**src/rtl/dmem_arbiter.sv**
```systemverilog
// dmem_arbiter: two-master arbiter in front of a single memory data port.
//   m0_* : core data request   (valid/addr/wdata/we in, ready/rdata/err out)
//   m1_* : DMA/loader request  (same shape as m0)
//   s_*  : request to memory (valid/addr/wdata/we out, ready/rdata in)
//   grant_o : one-hot owner of the memory port (bit0 = m0, bit1 = m1)
// IDLE/BUSY FSM with a registered grant and a round-robin pointer that is
// handed to the other master on every completion or timeout. Request fields
// are never buffered; the granted master's inputs are steered straight
// through to the memory port while BUSY.
module dmem_arbiter #(
  parameter int ADDR_WIDTH = 32,
  parameter int WORD_WIDTH = 32,
  parameter int TIMEOUT    = 255
) (
  input  logic                  clk,
  input  logic                  rst_n,
  input  logic                  m0_valid_i,
  input  logic [ADDR_WIDTH-1:0] m0_addr_i,
  input  logic [WORD_WIDTH-1:0] m0_wdata_i,
  input  logic [3:0]            m0_we_i,
  output logic                  m0_ready_o,
  output logic [WORD_WIDTH-1:0] m0_rdata_o,
  output logic                  m0_err_o,
  input  logic                  m1_valid_i,
  input  logic [ADDR_WIDTH-1:0] m1_addr_i,
  input  logic [WORD_WIDTH-1:0] m1_wdata_i,
  input  logic [3:0]            m1_we_i,
  output logic                  m1_ready_o,
  output logic [WORD_WIDTH-1:0] m1_rdata_o,
  output logic                  m1_err_o,
  output logic                  s_valid_o,
  output logic [ADDR_WIDTH-1:0] s_addr_o,
  output logic [WORD_WIDTH-1:0] s_wdata_o,
  output logic [3:0]            s_we_o,
  input  logic                  s_ready_i,
  input  logic [WORD_WIDTH-1:0] s_rdata_i,
  output logic [1:0]            grant_o
);

  typedef enum logic {IDLE, BUSY} state_e;

  localparam logic [7:0] TO_LAST = 8'(TIMEOUT - 1);

  state_e     state_q, state_d;
  logic [1:0] grant_q, grant_d;
  logic       ptr_q, ptr_d;
  logic [7:0] cnt_q, cnt_d;

  // Per-master views as packed arrays so the steering is a plain index.
  logic [1:0]                 m_valid;
  logic [1:0][ADDR_WIDTH-1:0] m_addr;
  logic [1:0][WORD_WIDTH-1:0] m_wdata;
  logic [1:0][3:0]            m_we;
  logic [1:0]                 m_ready, m_err;
  logic [1:0][WORD_WIDTH-1:0] m_rdata;

  assign m_valid = {m1_valid_i, m0_valid_i};
  assign m_addr  = {m1_addr_i,  m0_addr_i};
  assign m_wdata = {m1_wdata_i, m0_wdata_i};
  assign m_we    = {m1_we_i,    m0_we_i};

  assign m0_ready_o = m_ready[0];
  assign m1_ready_o = m_ready[1];
  assign m0_err_o   = m_err[0];
  assign m1_err_o   = m_err[1];
  assign m0_rdata_o = m_rdata[0];
  assign m1_rdata_o = m_rdata[1];

  logic sel;      // granted master index (grant is one-hot, bit1 => m1)
  logic sel_vld;  // granted master still requesting
  logic tmo;      // last allowed BUSY cycle passes without memory ready

  assign sel     = grant_q[1];
  assign sel_vld = m_valid[sel];
  assign tmo     = (cnt_q == TO_LAST) && !s_ready_i;

  // State register
  always_ff @(posedge clk or negedge rst_n) begin
    if (!rst_n) begin
      state_q <= IDLE;
      grant_q <= 2'b00;
      ptr_q   <= 1'b0;
      cnt_q   <= 8'd0;
    end else begin
      state_q <= state_d;
      grant_q <= grant_d;
      ptr_q   <= ptr_d;
      cnt_q   <= cnt_d;
    end
  end

  // Next-state logic
  always_comb begin
    state_d = state_q;
    grant_d = grant_q;
    ptr_d   = ptr_q;
    cnt_d   = cnt_q;
    unique case (state_q)
      IDLE: begin
        if (|m_valid) begin
          state_d = BUSY;
          cnt_d   = 8'd0;
          if (&m_valid) grant_d = ptr_q ? 2'b10 : 2'b01;
          else          grant_d = m_valid[1] ? 2'b10 : 2'b01;
        end
      end
      BUSY: begin
        if (!sel_vld) begin
          // Master abandoned the request: drop it, keep the pointer.
          state_d = IDLE;
          grant_d = 2'b00;
        end else if (s_ready_i || tmo) begin
          state_d = IDLE;
          grant_d = 2'b00;
          ptr_d   = ~sel;
        end else begin
          cnt_d = cnt_q + 8'd1;
        end
      end
      default: begin
        state_d = IDLE;
        grant_d = 2'b00;
      end
    endcase
  end

  // Output logic
  always_comb begin
    s_valid_o = 1'b0;
    s_addr_o  = '0;
    s_wdata_o = '0;
    s_we_o    = 4'b0000;
    grant_o   = 2'b00;
    m_ready   = 2'b00;
    m_err     = 2'b00;
    m_rdata   = '0;
    if (state_q == BUSY) begin
      grant_o   = grant_q;
      s_valid_o = sel_vld;
      s_addr_o  = m_addr[sel];
      s_wdata_o = m_wdata[sel];
      s_we_o    = m_we[sel];
      // Memory completion wins over a coincident timeout.
      if (sel_vld && s_ready_i) begin
        m_ready[sel] = 1'b1;
        m_rdata[sel] = s_rdata_i;
      end else if (sel_vld && tmo) begin
        m_ready[sel] = 1'b1;
        m_err[sel]   = 1'b1;
      end
    end
  end

endmodule

```
**config.mk**
```make
export PLATFORM = sky130hd
export DESIGN_NAME = dmem_arbiter
export DESIGN_NICKNAME = d
export VERILOG_FILES = /design/src/rtl/dmem_arbiter.sv
export SDC_FILE = /design/constraint.sdc
export NUM_CORES = 1
export LEC_CHECK = 0
export ABC_AREA = 1
export BUFFER_PORTS_ARGS = -buffer_cell sky130_fd_sc_hd__buf_2
export CAP_MARGIN = 20
export CORE_AREA = 2 2 122 124
export CTS_CLUSTER_SIZE = 14
export DETAILED_ROUTE_END_ITERATION = 16
export DIE_AREA = 0 0 124 126
export PLACE_DENSITY = 0.6
export SLEW_MARGIN = 30
export SYNTH_ARGS = -nofsm -noshare
export SYNTH_HDL_FRONTEND = slang
export SYNTH_SLANG_ARGS = --single-unit
```
**constraint.sdc**
```tcl
create_clock -name clk -period 1.4 [get_ports clk]
set_clock_uncertainty 0.15 [all_clocks]
set_input_delay 0.28 -clock clk [delete_from_list [all_inputs] [get_ports clk]]
set_output_delay 0.28 -clock clk [all_outputs]
set_load 0.05 [all_outputs]
```
==> out/metrics.cfg <==
[placed_design]
dp_slack_ns = -0.548
place_inst = 970
numPortBuffers = 311
hpwl_um = 10300
gp_congestion = 0.800

[floorplanning]
core_um2 = 14300
start_util_pct = 15.8
io_pins = 312
rows = 44
dieArea_um2 = 15600
dieHeight_um = 126
die_x_um = 124

[pwr]
ir_worst_vdd_v = 0.00118
power_mw = 13.0
power_leakage_nw = 4.15
power_density_nw_per_um2 = 1550

[yosys]
synth_most_common_cell = nand2_1
yosys_most_used_dff = dfrtp_1
synth_top_cell_by_area = nand2_1
yosys.area.top_type_share_pct = 29.5
synth_commonest_cells = 178 x nand2_1, 83 x nand3_1, 56 x nor2_1
synth-edff-count = 0
syn-cell-area_um2 = 2260
yosysSeqAreaShare_pct = 13.3
synth.avg_cell_area_um2 = 5.08
syn-num-nets = 621
async_flop_share_pct = 100
synth-seq-cells = 12
ys_types = 27
synth_cells = 446
netlist_top_cells_area = nand2_1 30%, nand3_1 18%, dfrtp_1 13%
yosys_warnings = 0

[cts]
clock_path_buffers = 2
cts_tree = yes
cts_max_level = 1
clkLatencyLatePin_ns = 0.24
cts.clk_slew.worst_paths_ns = 0.04
cts_sinks = 12
root_buffer = clkbuf_16
cts_made_buffers = 3

[routing]
drc = 0
antenna_violating_nets_post_route = 0
top_layer = met4
routed_wl_um = 15800
vias_per_cell = 4.38
routedWlPerCell_um = 15.6
wl_met1_um = 5590
initialDrtViolationCount = 85
firstDrtPassIters = 4
dr_wl_met2_um = 8690
wl_met3_um = 1290
vias = 4436

[setup_path]
cp-start-kind = flop
worst_r2r_endpoint = cnt_q[3]$_DFFE_PN0P_
crit_arrival_ns = 1.64
crit_required_ns = 0.97
cp_max_fo = 15
rr_startpoint = state_q$_DFF_PN0_
endpoint_kind = output pin
reg2reg_slack_ns = -0.36
reg2reg_depth = 10
critPathKind = reg -> out

[timing]
rsz0062_at_grt = true
slew_headroom_pct = 79.4
post-route-min-period_ns = 2.07
hold_ws_ns = 0.312
fin_crit_sh_pct = 148
timing.fmax_mhz = 483
finalSetupViolations = 151
tightest_slew_ns = 0.309
slew_viol_final = 0
setup_slack_ns = -0.672
hold_viol = 0

[final_layout]
antennaDiodeCount = 0
areaGrowthSynthToFinish_pct = 272
nets = 1004
fill_cells = 1169
post-route-util_pct = 58.8
layout-drive-gt1-share_pct = 83.5
final_cells = 1012

[grt]
antenna_found_initial = 0
track_usage_pct = 16.6
grt_first_pass_wirelength_um = 20700
grt_start_max_net_pins = 48
first_global_vias = 4266
overflow = 0

[outcome]
status = finished with violations
violations = negative setup slack

[worst_hold_path]
hp-class = in -> async

[run]
cap_violations = 0

worst max-delay path, cell delays in order (launching register included):
cell      delay, ns
dfrtp_2        0.46
buf_12         0.15
nand2_8        0.07
clkinv_8       0.09
buf_12         0.14
buf_16         0.16
nand2_2        0.10
nand2_4        0.06
buf_6          0.15
sequential cells by signal, indices dropped and copies added, names as in the netlist:
register  flops
ptr_q         1
cnt_q         8
grant_q       2
state_q       1
per-layer routing:
metal	vias to the layer above	GRT usage (%)
li1	2140	-
met1	2044	18.0
met2	227	33.1
met3	25	2.99
met4	0	2.71
met5	-	0
cells by family after synthesis:
group	Yosys count	share of synthesized area (%)
xor gates and xnor gates	1	0.387
AOI/OAI and AO/OA	5	1.49
DFF	12	13.3
and+or+nand+nor	349	68.5
buffers and inverters	77	15.3
adders and majority gates	2	1.10
where the power goes:
group / internal (mW) / switching [mW] / total, mW
clock: 0.432 / 0.161 / 0.593
combinational: 4.96 / 6.93 / 11.9
sequential: 0.431 / 0.109 / 0.540
through the flow:
step / setup TNS (ns) / area (um^2)
after floorplan: -30.13 / 3760
after global placement: -64.09 / 5870
after detailed placement: -67.88 / 5870
after CTS: -77.60 / 7300
after global routing: -89.68 / 8420
final: -82.16 / 8420
cells in the final DEF, fill, tap and decap left out, types with 2 or more instances in the layout:
| master | synthesis | layout |
|---|---|---|
| nor2_4 | 1 | 68 |
| buf_8 | 0 | 66 |
| nand3_1 | 83 | 37 |
| buf_6 | 4 | 95 |
| clkbuf_16 | 0 | 9 |
| buf_16 | 0 | 5 |
| nand2_2 | 0 | 27 |
| buf_2 | 7 | 172 |
| buf_12 | 0 | 24 |
| inv_1 | 45 | 41 |
| nand4_1 | 2 | 2 |
| o21bai_1 | 2 | 2 |
| nand2_1 | 178 | 33 |
| inv_2 | 1 | 2 |
| dfrtp_1 | 12 | 10 |
| nand3_2 | 0 | 32 |
| clkinv_8 | 0 | 2 |
| buf_4 | 3 | 36 |
| nor2_2 | 20 | 3 |
| nand3_4 | 2 | 17 |
| nor2_1 | 56 | 6 |
| nand2_4 | 3 | 100 |
| nand2_8 | 0 | 21 |
how the worst max path moves through the flow:
stage	startpoint	end	slack, ns	depth (start not counted)
final	grant_q[1]$_DFFE_PN0P_	s_wdata_o[0]	-0.67	8
after global routing	grant_q[1]$_DFFE_PN0P_	m0_rdata_o[4]	-0.71	8
after CTS	grant_q[1]$_DFFE_PN0P_	m0_rdata_o[17]	-0.64	7
after detailed placement	grant_q[1]$_DFFE_PN0P_	m0_rdata_o[1]	-0.55	8
after global placement	grant_q[1]$_DFFE_PN0P_	m0_rdata_o[8]	-0.52	8
after floorplan	cnt_q[0]$_DFFE_PN0P_	m1_err_o	-0.42	6
timing repair:
action	4_1_cts	5_1_grt
pin swaps	8	36
hold buffers	1	0
gates resized for setup	351	197
buffers inserted	9	18
endpoints found under the setup margin	151	151
cloned	4	9
hold endpoints to repair	12	0
layout make-up:
class | instances | area [um^2] | share of cell area, %
timing repair buffer | 405 | 3970 | 47.1
timing repair inverter | 1 | 11.3 | 0.134
sequential | 12 | 305 | 3.63
inverter | 48 | 216 | 2.57
clock buffer | 4 | 88.8 | 1.05
tap | 184 | 230 | 2.73
multi-input combinational | 358 | 3600 | 42.7
No activity file was read; power rests on OpenSTA's default activity.
